--- src/rtl/sipo_deserializer8.sv ---
// Eight-bit MSB-first serial-in/parallel-out deserializer with a Valid/Ack holding register.
// Every state bit is a dFlipFlop instance; the top adds only the next-state gating.

module dFlipFlop (
  input  logic Clk,
  input  logic R,
  input  logic D,
  output logic Q
);

  // NOTE: non-blocking assignment keeps every flop sampling pre-edge values, whatever the evaluation order.
  always_ff @(posedge Clk or negedge R) begin
    if (!R) Q <= 1'b0;
    else    Q <= D;
  end

endmodule

module sipo_deserializer8 (
  input  logic       Clk,
  input  logic       R,
  input  logic       Din,
  input  logic       En,
  input  logic       Ack,
  output logic [7:0] Dout,
  output logic       Valid,
  output logic       Ovf,
  output logic [2:0] BitCnt
);

  localparam int unsigned NUM_FF = 21;

  logic [7:0]        sr;
  logic [7:0]        sr_next;
  logic [2:0]        cnt_next;
  logic [7:0]        dout_next;
  logic              valid_next;
  logic              ovf_next;
  logic [7:0]        word;
  logic              complete;
  logic [NUM_FF-1:0] d_vec;
  logic [NUM_FF-1:0] q_vec;

  assign word     = {sr[6:0], Din};
  assign complete = En && (BitCnt == 3'd7);

  // NOTE: every signal gets a default first, so no path through this block can infer a latch.
  always_comb begin
    sr_next    = sr;
    cnt_next   = BitCnt;
    dout_next  = Dout;
    valid_next = Valid;
    ovf_next   = Ovf;

    // Shifting never waits on the handshake.
    if (En) begin
      sr_next  = word;
      cnt_next = BitCnt + 3'd1;
    end

    if (complete) begin
      if (!Valid || Ack) begin
        dout_next  = word;
        valid_next = 1'b1;
      end else begin
        ovf_next = 1'b1;
      end
    end else if (Valid && Ack) begin
      valid_next = 1'b0;
    end
  end

  // Bit layout: {Ovf, Valid, Dout[7:0], BitCnt[2:0], SR[7:0]}.
  assign d_vec = {ovf_next, valid_next, dout_next, cnt_next, sr_next};

  for (genvar i = 0; i < NUM_FF; i++) begin : g_ff
    dFlipFlop u_ff (
      .Clk (Clk),
      .R   (R),
      .D   (d_vec[i]),
      .Q   (q_vec[i])
    );
  end

  assign sr     = q_vec[7:0];
  assign BitCnt = q_vec[10:8];
  assign Dout   = q_vec[18:11];
  assign Valid  = q_vec[19];
  assign Ovf    = q_vec[20];

endmodule

--- config.mk ---
export PLATFORM = sky130hd
export DESIGN_NAME = sipo_deserializer8
export DESIGN_NICKNAME = d
export VERILOG_FILES = /design/src/rtl/sipo_deserializer8.sv
export SDC_FILE = /design/constraint.sdc
export NUM_CORES = 1
export LEC_CHECK = 0
export CAP_MARGIN = 25
export CORE_MARGIN = 2
export CORE_UTILIZATION = 39
export DETAILED_ROUTE_END_ITERATION = 6
export DONT_BUFFER_PORTS = 1
export GPL_ROUTABILITY_DRIVEN = 1
export GPL_TIMING_DRIVEN = 0
export SLEW_MARGIN = 10
export SYNTH_ARGS = -nofsm -noshare
export SYNTH_HDL_FRONTEND = slang
export SYNTH_SLANG_ARGS = --single-unit
--- constraint.sdc ---
create_clock -name Clk -period 2.6 [get_ports Clk]
set_input_delay 0.26 -clock Clk [delete_from_list [all_inputs] [get_ports Clk]]
set_output_delay 0.26 -clock Clk [all_outputs]
set_load 0.03 [all_outputs]
==> impl_metrics.py, run 1 <==
metrics = {
    "outcome": {
        "status": "completed",
    },
    "detailed_routing": {
        "first_iter_violations": 2,
        "drt-pass1-iter-count": 2,
        "ant_nets": 0,
        "vias": 420,
        "drc_errors": 0,
        "routed_wl_um": 1160,
        "wl_per_cell_um": 12.7,
        "vias_per_cell": 4.62,
    },
    "sta": {
        "finalCritPeriodShare": 0.583,
        "worst_slew_pin_slew_ns": 0.921,
        "slew_headroom": 0.384,
        "setup_tns_ns": 0,
        "final_hold_viol_count": 0,
        "layout_setup_ws_ns": 1.08,
        "fmax_ghz": 0.660,
        "drv_slew": 0,
        "rsz0062_at_grt": "false",
        "fin_skew_ns": 0.000935,
        "setup_viol": 0,
        "final.min_clock_period_ns": 1.52,
    },
    "cells_and_area": {
        "largest_registers": "g_ff.u_ff.Q: 20 flops",
        "final_common_cell": "dfrtp_1",
        "num_antenna_cells": 0,
        "design_area_um2": 981,
        "nNetsFinal": 71,
        "syn_to_final_growth_pct": 9.04,
        "layout_common_cells": "20 x dfrtp_1, 11 x buf_4, 9 x mux2_2",
        "largest_reg_flops": 20,
        "drive_gt1_frac": 0.587,
        "regMostFlops": "g_ff.u_ff.Q",
    },
    "critical_path": {
        "reg2reg_slack_ns": 1.08,
        "cpMostUsedCell": "ha_1",
        "path_class": "reg -> reg",
        "critPathArrivalTime_ns": 1.71,
        "required_ns": 2.79,
        "endpoint_kind": "register",
        "worstSetupStartpointType": "register",
        "critPathSlowestCell": "dfrtp_1",
        "worstPathMaxFanout": 8,
        "worst-path-buf-inv": 1,
        "critical-path-max-stage-delay_ns": 0.42,
        "crit_family": "flip-flops",
        "critical_path.cell_chain": "ha_1 > ha_1 > nand2_2 > nor2b_4 > buf_6 > mux2_4",
    },
    "die": {
        "die_width_um": 52.0,
        "io_pins": 18,
        "die_y_um": 52.0,
        "fp-row-count": 17,
        "die-area_um2": 2710,
        "start_util": 0.411,
        "core_um2": 2190,
    },
    "global_route": {
        "grt_pass1_vias": 449,
        "use_met2": 0.173,
        "grt_pass1_wl_um": 1990,
        "grt_remaining_overflow": 0,
        "gr-max-usage-layer": "met2",
        "grt_max_degree": 21,
        "use_met1": 0.112,
        "track_usage": 0.107,
        "antenna_found_initial": 0,
        "grt_use_met3": 0.0661,
    },
    "synthesis": {
        "synth_fp_nets": 65,
        "yosysSeqAreaShare": 0.556,
        "synth_cell_types": 13,
        "yosys_warnings": 0,
        "syn_area_per_cell_um2": 15.5,
        "synth_area_um2": 900,
        "synth_seq_cells": 20,
        "netlist_instances": 58,
    },
    "clock_tree": {
        "insertion_delay_ns": 0.30,
        "cts-root-buf": "clkbuf_4",
        "cts_buffer_depth": 2,
        "numCtsBuffers": 3,
        "post_cts_resized": 0,
        "post_cts_buffers": 0,
        "clk_pin_slew_ns": 0.11,
        "ctsHoldBuffers": 1,
        "cts_tree": "yes",
        "numClockSinks": 20,
        "htreeDepth": 1,
    },
    "placed_design": {
        "dpl_worst_slack_ns": 1.09,
        "dpl.hpwl_um": 810,
        "numPortBuffers": 0,
        "place_congestion": 0.642,
        "place_area_um2": 935,
    },
    "power": {
        "power_mw": 1.27,
        "power_density_nw_per_um2": 1290,
        "vdd_drop_max_uv": 630,
        "p_leak_nw": 0.470,
    },
    "run": {
        "drv_cap": 0,
    },
    "hold_path": {
        "hp-class": "in -> reg",
    },
}
==> layer usage <==
layer | wire length [um] | share of wire
met2 | 552 | 0.48
met1 | 492 | 0.42
met4 | 11 | 0.0095
met3 | 104 | 0.090
met5 | 0 | 0
==> where the power goes <==
part	switching [mW]	internal (mW)	leakage [nW]
Combinational	0.273	0.276	0.208
Sequential	0.106	0.436	0.242
Clock	0.0931	0.0854	0.0210
==> cell families after synthesis <==
group / after synthesis / share of synthesized area
flops: 20 / 0.556
compound gates: 1 / 0.00835
buf+inv: 13 / 0.110
fa+ha+maj: 2 / 0.0278
xor+xnor: 1 / 0.00974
mux: 17 / 0.246
simple gates: 4 / 0.0417
==> synthesized netlist by cell type <==
cell type,count,share of area
dfrtp_1,20,0.56
buf_6,1,0.013
nand2b_4,1,0.015
nand2_1,1,0.0042
nand2_2,1,0.0070
buf_2,1,0.0056
o21bai_1,1,0.0083
mux2_2,9,0.11
xor2_1,1,0.0097
nor2b_4,1,0.015
mux2_4,8,0.13
ha_1,2,0.028
buf_4,11,0.092
==> worst paths after layout <==
| check | start | end | cells past startpoint |
|---|---|---|---|
| min in group asynchronous | R | g_ff[18].u_ff.Q$_DFFE_PN0P_ | 1 |
| min | Din | g_ff[11].u_ff.Q$_DFFE_PN0P_ | 1 |
| min reg2reg | g_ff[8].u_ff.Q$_DFFE_PN0P_ | g_ff[8].u_ff.Q$_DFFE_PN0P_ | 1 |
| max reg2reg | g_ff[8].u_ff.Q$_DFFE_PN0P_ | g_ff[14].u_ff.Q$_DFFE_PN0P_ | 6 |
| max | g_ff[8].u_ff.Q$_DFFE_PN0P_ | g_ff[14].u_ff.Q$_DFFE_PN0P_ | 6 |
| max in group asynchronous | R | g_ff[12].u_ff.Q$_DFFE_PN0P_ | 1 |
==> layout make-up <==
class	count	area [um^2]
repair buffers	1	10.0
fillers	214	1210
well taps	28	35.0
multi-input cells	25	300
clock buffers	4	36.3
flip-flops and latches	20	500
plain buffers	13	98.8
==> through the flow <==
step | utilization | instances | hold WS (ns)
CTS | 0.448 | 91 | 0.0885
global route | 0.448 | 91 | 0.0782
floorplan | - | 58 | -0.0356
finish | 0.448 | 91 | 0.100
global placement | 0.427 | 86 | -0.0351
detailed placement | 0.427 | 86 | -0.0351
(Power assumes the default switching activity.)
==> inputs of run 2 (changes only) <==
==> constraint.sdc (replaced) <==
create_clock -name Clk -period 1.5 [get_ports Clk]
set_input_delay 0.15 -clock Clk [delete_from_list [all_inputs] [get_ports Clk]]
set_output_delay 0.15 -clock Clk [all_outputs]
set_load 0.03 [all_outputs]
==> impl_metrics.py, run 2 (same netlist as run 1, synthesis figures left out) <==
metrics = {
    "die": {
        "die-area_um2": 2710,
        "fp-row-count": 17,
        "die_width_um": 52.0,
        "start_util": 0.411,
        "core_um2": 2190,
        "io_pins": 18,
        "die_y_um": 52.0,
    },
    "clock_tree": {
        "cts_buffer_depth": 2,
        "htreeDepth": 1,
        "numClockSinks": 20,
        "cts-root-buf": "clkbuf_4",
        "cts_tree": "yes",
        "clk_pin_slew_ns": 0.11,
        "numCtsBuffers": 3,
        "insertion_delay_ns": 0.30,
    },
    "power": {
        "power_mw": 2.28,
        "p_leak_nw": 0.495,
        "vdd_drop_max_uv": 1210,
        "power_density_nw_per_um2": 2200,
    },
    "placed_design": {
        "dpl.hpwl_um": 810,
        "dpl.cell_count": 86,
        "place_area_um2": 935,
        "numPortBuffers": 0,
        "place_congestion": 0.642,
        "dpl_worst_slack_ns": -0.0135,
    },
    "sta": {
        "worst_slew_pin_slew_ns": 0.934,
        "slew_headroom": 0.375,
        "finalCritPeriodShare": 0.940,
        "fmax_ghz": 0.709,
        "final_hold_viol_count": 0,
        "drv_slew": 0,
        "final.min_clock_period_ns": 1.41,
        "layout_setup_ws_ns": 0.0900,
        "setup_viol": 0,
        "setup_tns_ns": 0,
        "fin_skew_ns": 0.00214,
        "rsz0062_at_grt": "false",
        "holdWs_ns": 0.0277,
    },
    "critical_path": {
        "path_class": "reg -> reg",
        "required_ns": 1.69,
        "worstSetupStartpointType": "register",
        "worstPathMaxFanout": 8,
        "critPathArrivalTime_ns": 1.60,
        "endpoint_kind": "register",
    },
    "global_route": {
        "antenna_found_initial": 0,
        "grt_pass1_wl_um": 2040,
        "grt_remaining_overflow": 0,
        "grt_max_degree": 21,
        "grt_pass1_vias": 465,
        "track_usage": 0.110,
    },
    "detailed_routing": {
        "routed_wl_um": 1190,
        "vias": 432,
        "ant_nets": 0,
        "wl_per_cell_um": 12.5,
        "top_layer": "met4",
        "wl_met1_um": 514,
        "wl_met3_um": 84,
        "dr_wl_met2_um": 578,
        "drt-pass1-iter-count": 1,
        "vias_per_cell": 4.55,
        "drc_errors": 0,
        "first_iter_violations": 0,
    },
    "cells_and_area": {
        "final_cells": 95,
        "nFillCells": 213,
        "utilization": 0.475,
        "largest_reg_flops": 20,
        "design_area_um2": 1040,
        "drive_gt1_frac": 0.612,
        "syn_to_final_growth_pct": 15.6,
        "num_antenna_cells": 0,
        "layout_common_cells": "20 x dfrtp_1, 13 x buf_4, 9 x mux2_2",
        "regMostFlops": "g_ff.u_ff.Q",
        "largest_registers": "g_ff.u_ff.Q: 20 flops",
        "nNetsFinal": 75,
        "final_common_cell": "dfrtp_1",
    },
    "hold_path": {
        "hp-class": "in -> reg",
    },
    "outcome": {
        "status": "completed",
    },
    "run": {
        "drv_cap": 0,
    },
}
## run 2: changes by cell type in the layout (fill, tap and decap cells not counted)
cell / change
buf_6: -1
ha_4: +1
dlygate4sd3_1: +2
buf_8: +1
buf_4: +2
ha_2: +1
nand2_4: +1
ha_1: -2
nand2_2: -1
## run 2: layer usage
metal	vias to the layer above	global-route usage
li1	201	-
met1	214	0.116
met2	15	0.177
met3	2	0.0603
met4	0	0.0526
met5	-	0
## run 2: area by class of cell
| type | instances | area, um^2 | area share |
|---|---|---|---|
| Buffer | 13 | 103 | 0.0987 |
| Clock buffer | 4 | 36.3 | 0.0349 |
| Multi-Input combinational cell | 25 | 320 | 0.308 |
| Sequential cell | 20 | 500 | 0.481 |
| Tap cell | 28 | 35.0 | 0.0337 |
| Timing Repair Buffer | 5 | 45.0 | 0.0433 |
## run 2: path summary, 6_finish.rpt
kind	slack, ns	cells past startpoint	from	end
max in group asynchronous	0.50	1	R	g_ff[12].u_ff.Q$_DFFE_PN0P_
min in group asynchronous	0.43	1	R	g_ff[18].u_ff.Q$_DFFE_PN0P_
worst min register to register	0.51	1	g_ff[6].u_ff.Q$_DFFE_PN0P_	g_ff[18].u_ff.Q$_DFFE_PN0P_
worst max-delay path	0.09	6	g_ff[9].u_ff.Q$_DFFE_PN0P_	g_ff[14].u_ff.Q$_DFFE_PN0P_
worst max register to register	0.09	6	g_ff[9].u_ff.Q$_DFFE_PN0P_	g_ff[14].u_ff.Q$_DFFE_PN0P_
worst min-delay path	0.03	2	Ack	g_ff[19].u_ff.Q$_DFFE_PN0P_
## run 2: where the power goes
| part | internal [mW] | switching, mW | total (mW) |
|---|---|---|---|
| Clock | 0.148 | 0.160 | 0.308 |
| Combinational | 0.539 | 0.500 | 1.04 |
| Sequential | 0.755 | 0.181 | 0.937 |
| Total | 1.44 | 0.842 | 2.28 |
## run 2: repair_timing
action	in CTS	in global routing
pin swaps	0	2
gates resized for setup	0	5
setup buffers	2	0
hold buffers	3	0
endpoints found under the setup margin	8	8
hold endpoints to repair	23	0
## run 2: critical path: stages (launching register included)
cell	delay, ns
dfrtp_1	0.37
ha_2	0.19
ha_4	0.13
nand2_4	0.05
nor2b_4	0.11
buf_8	0.15
mux2_4	0.30
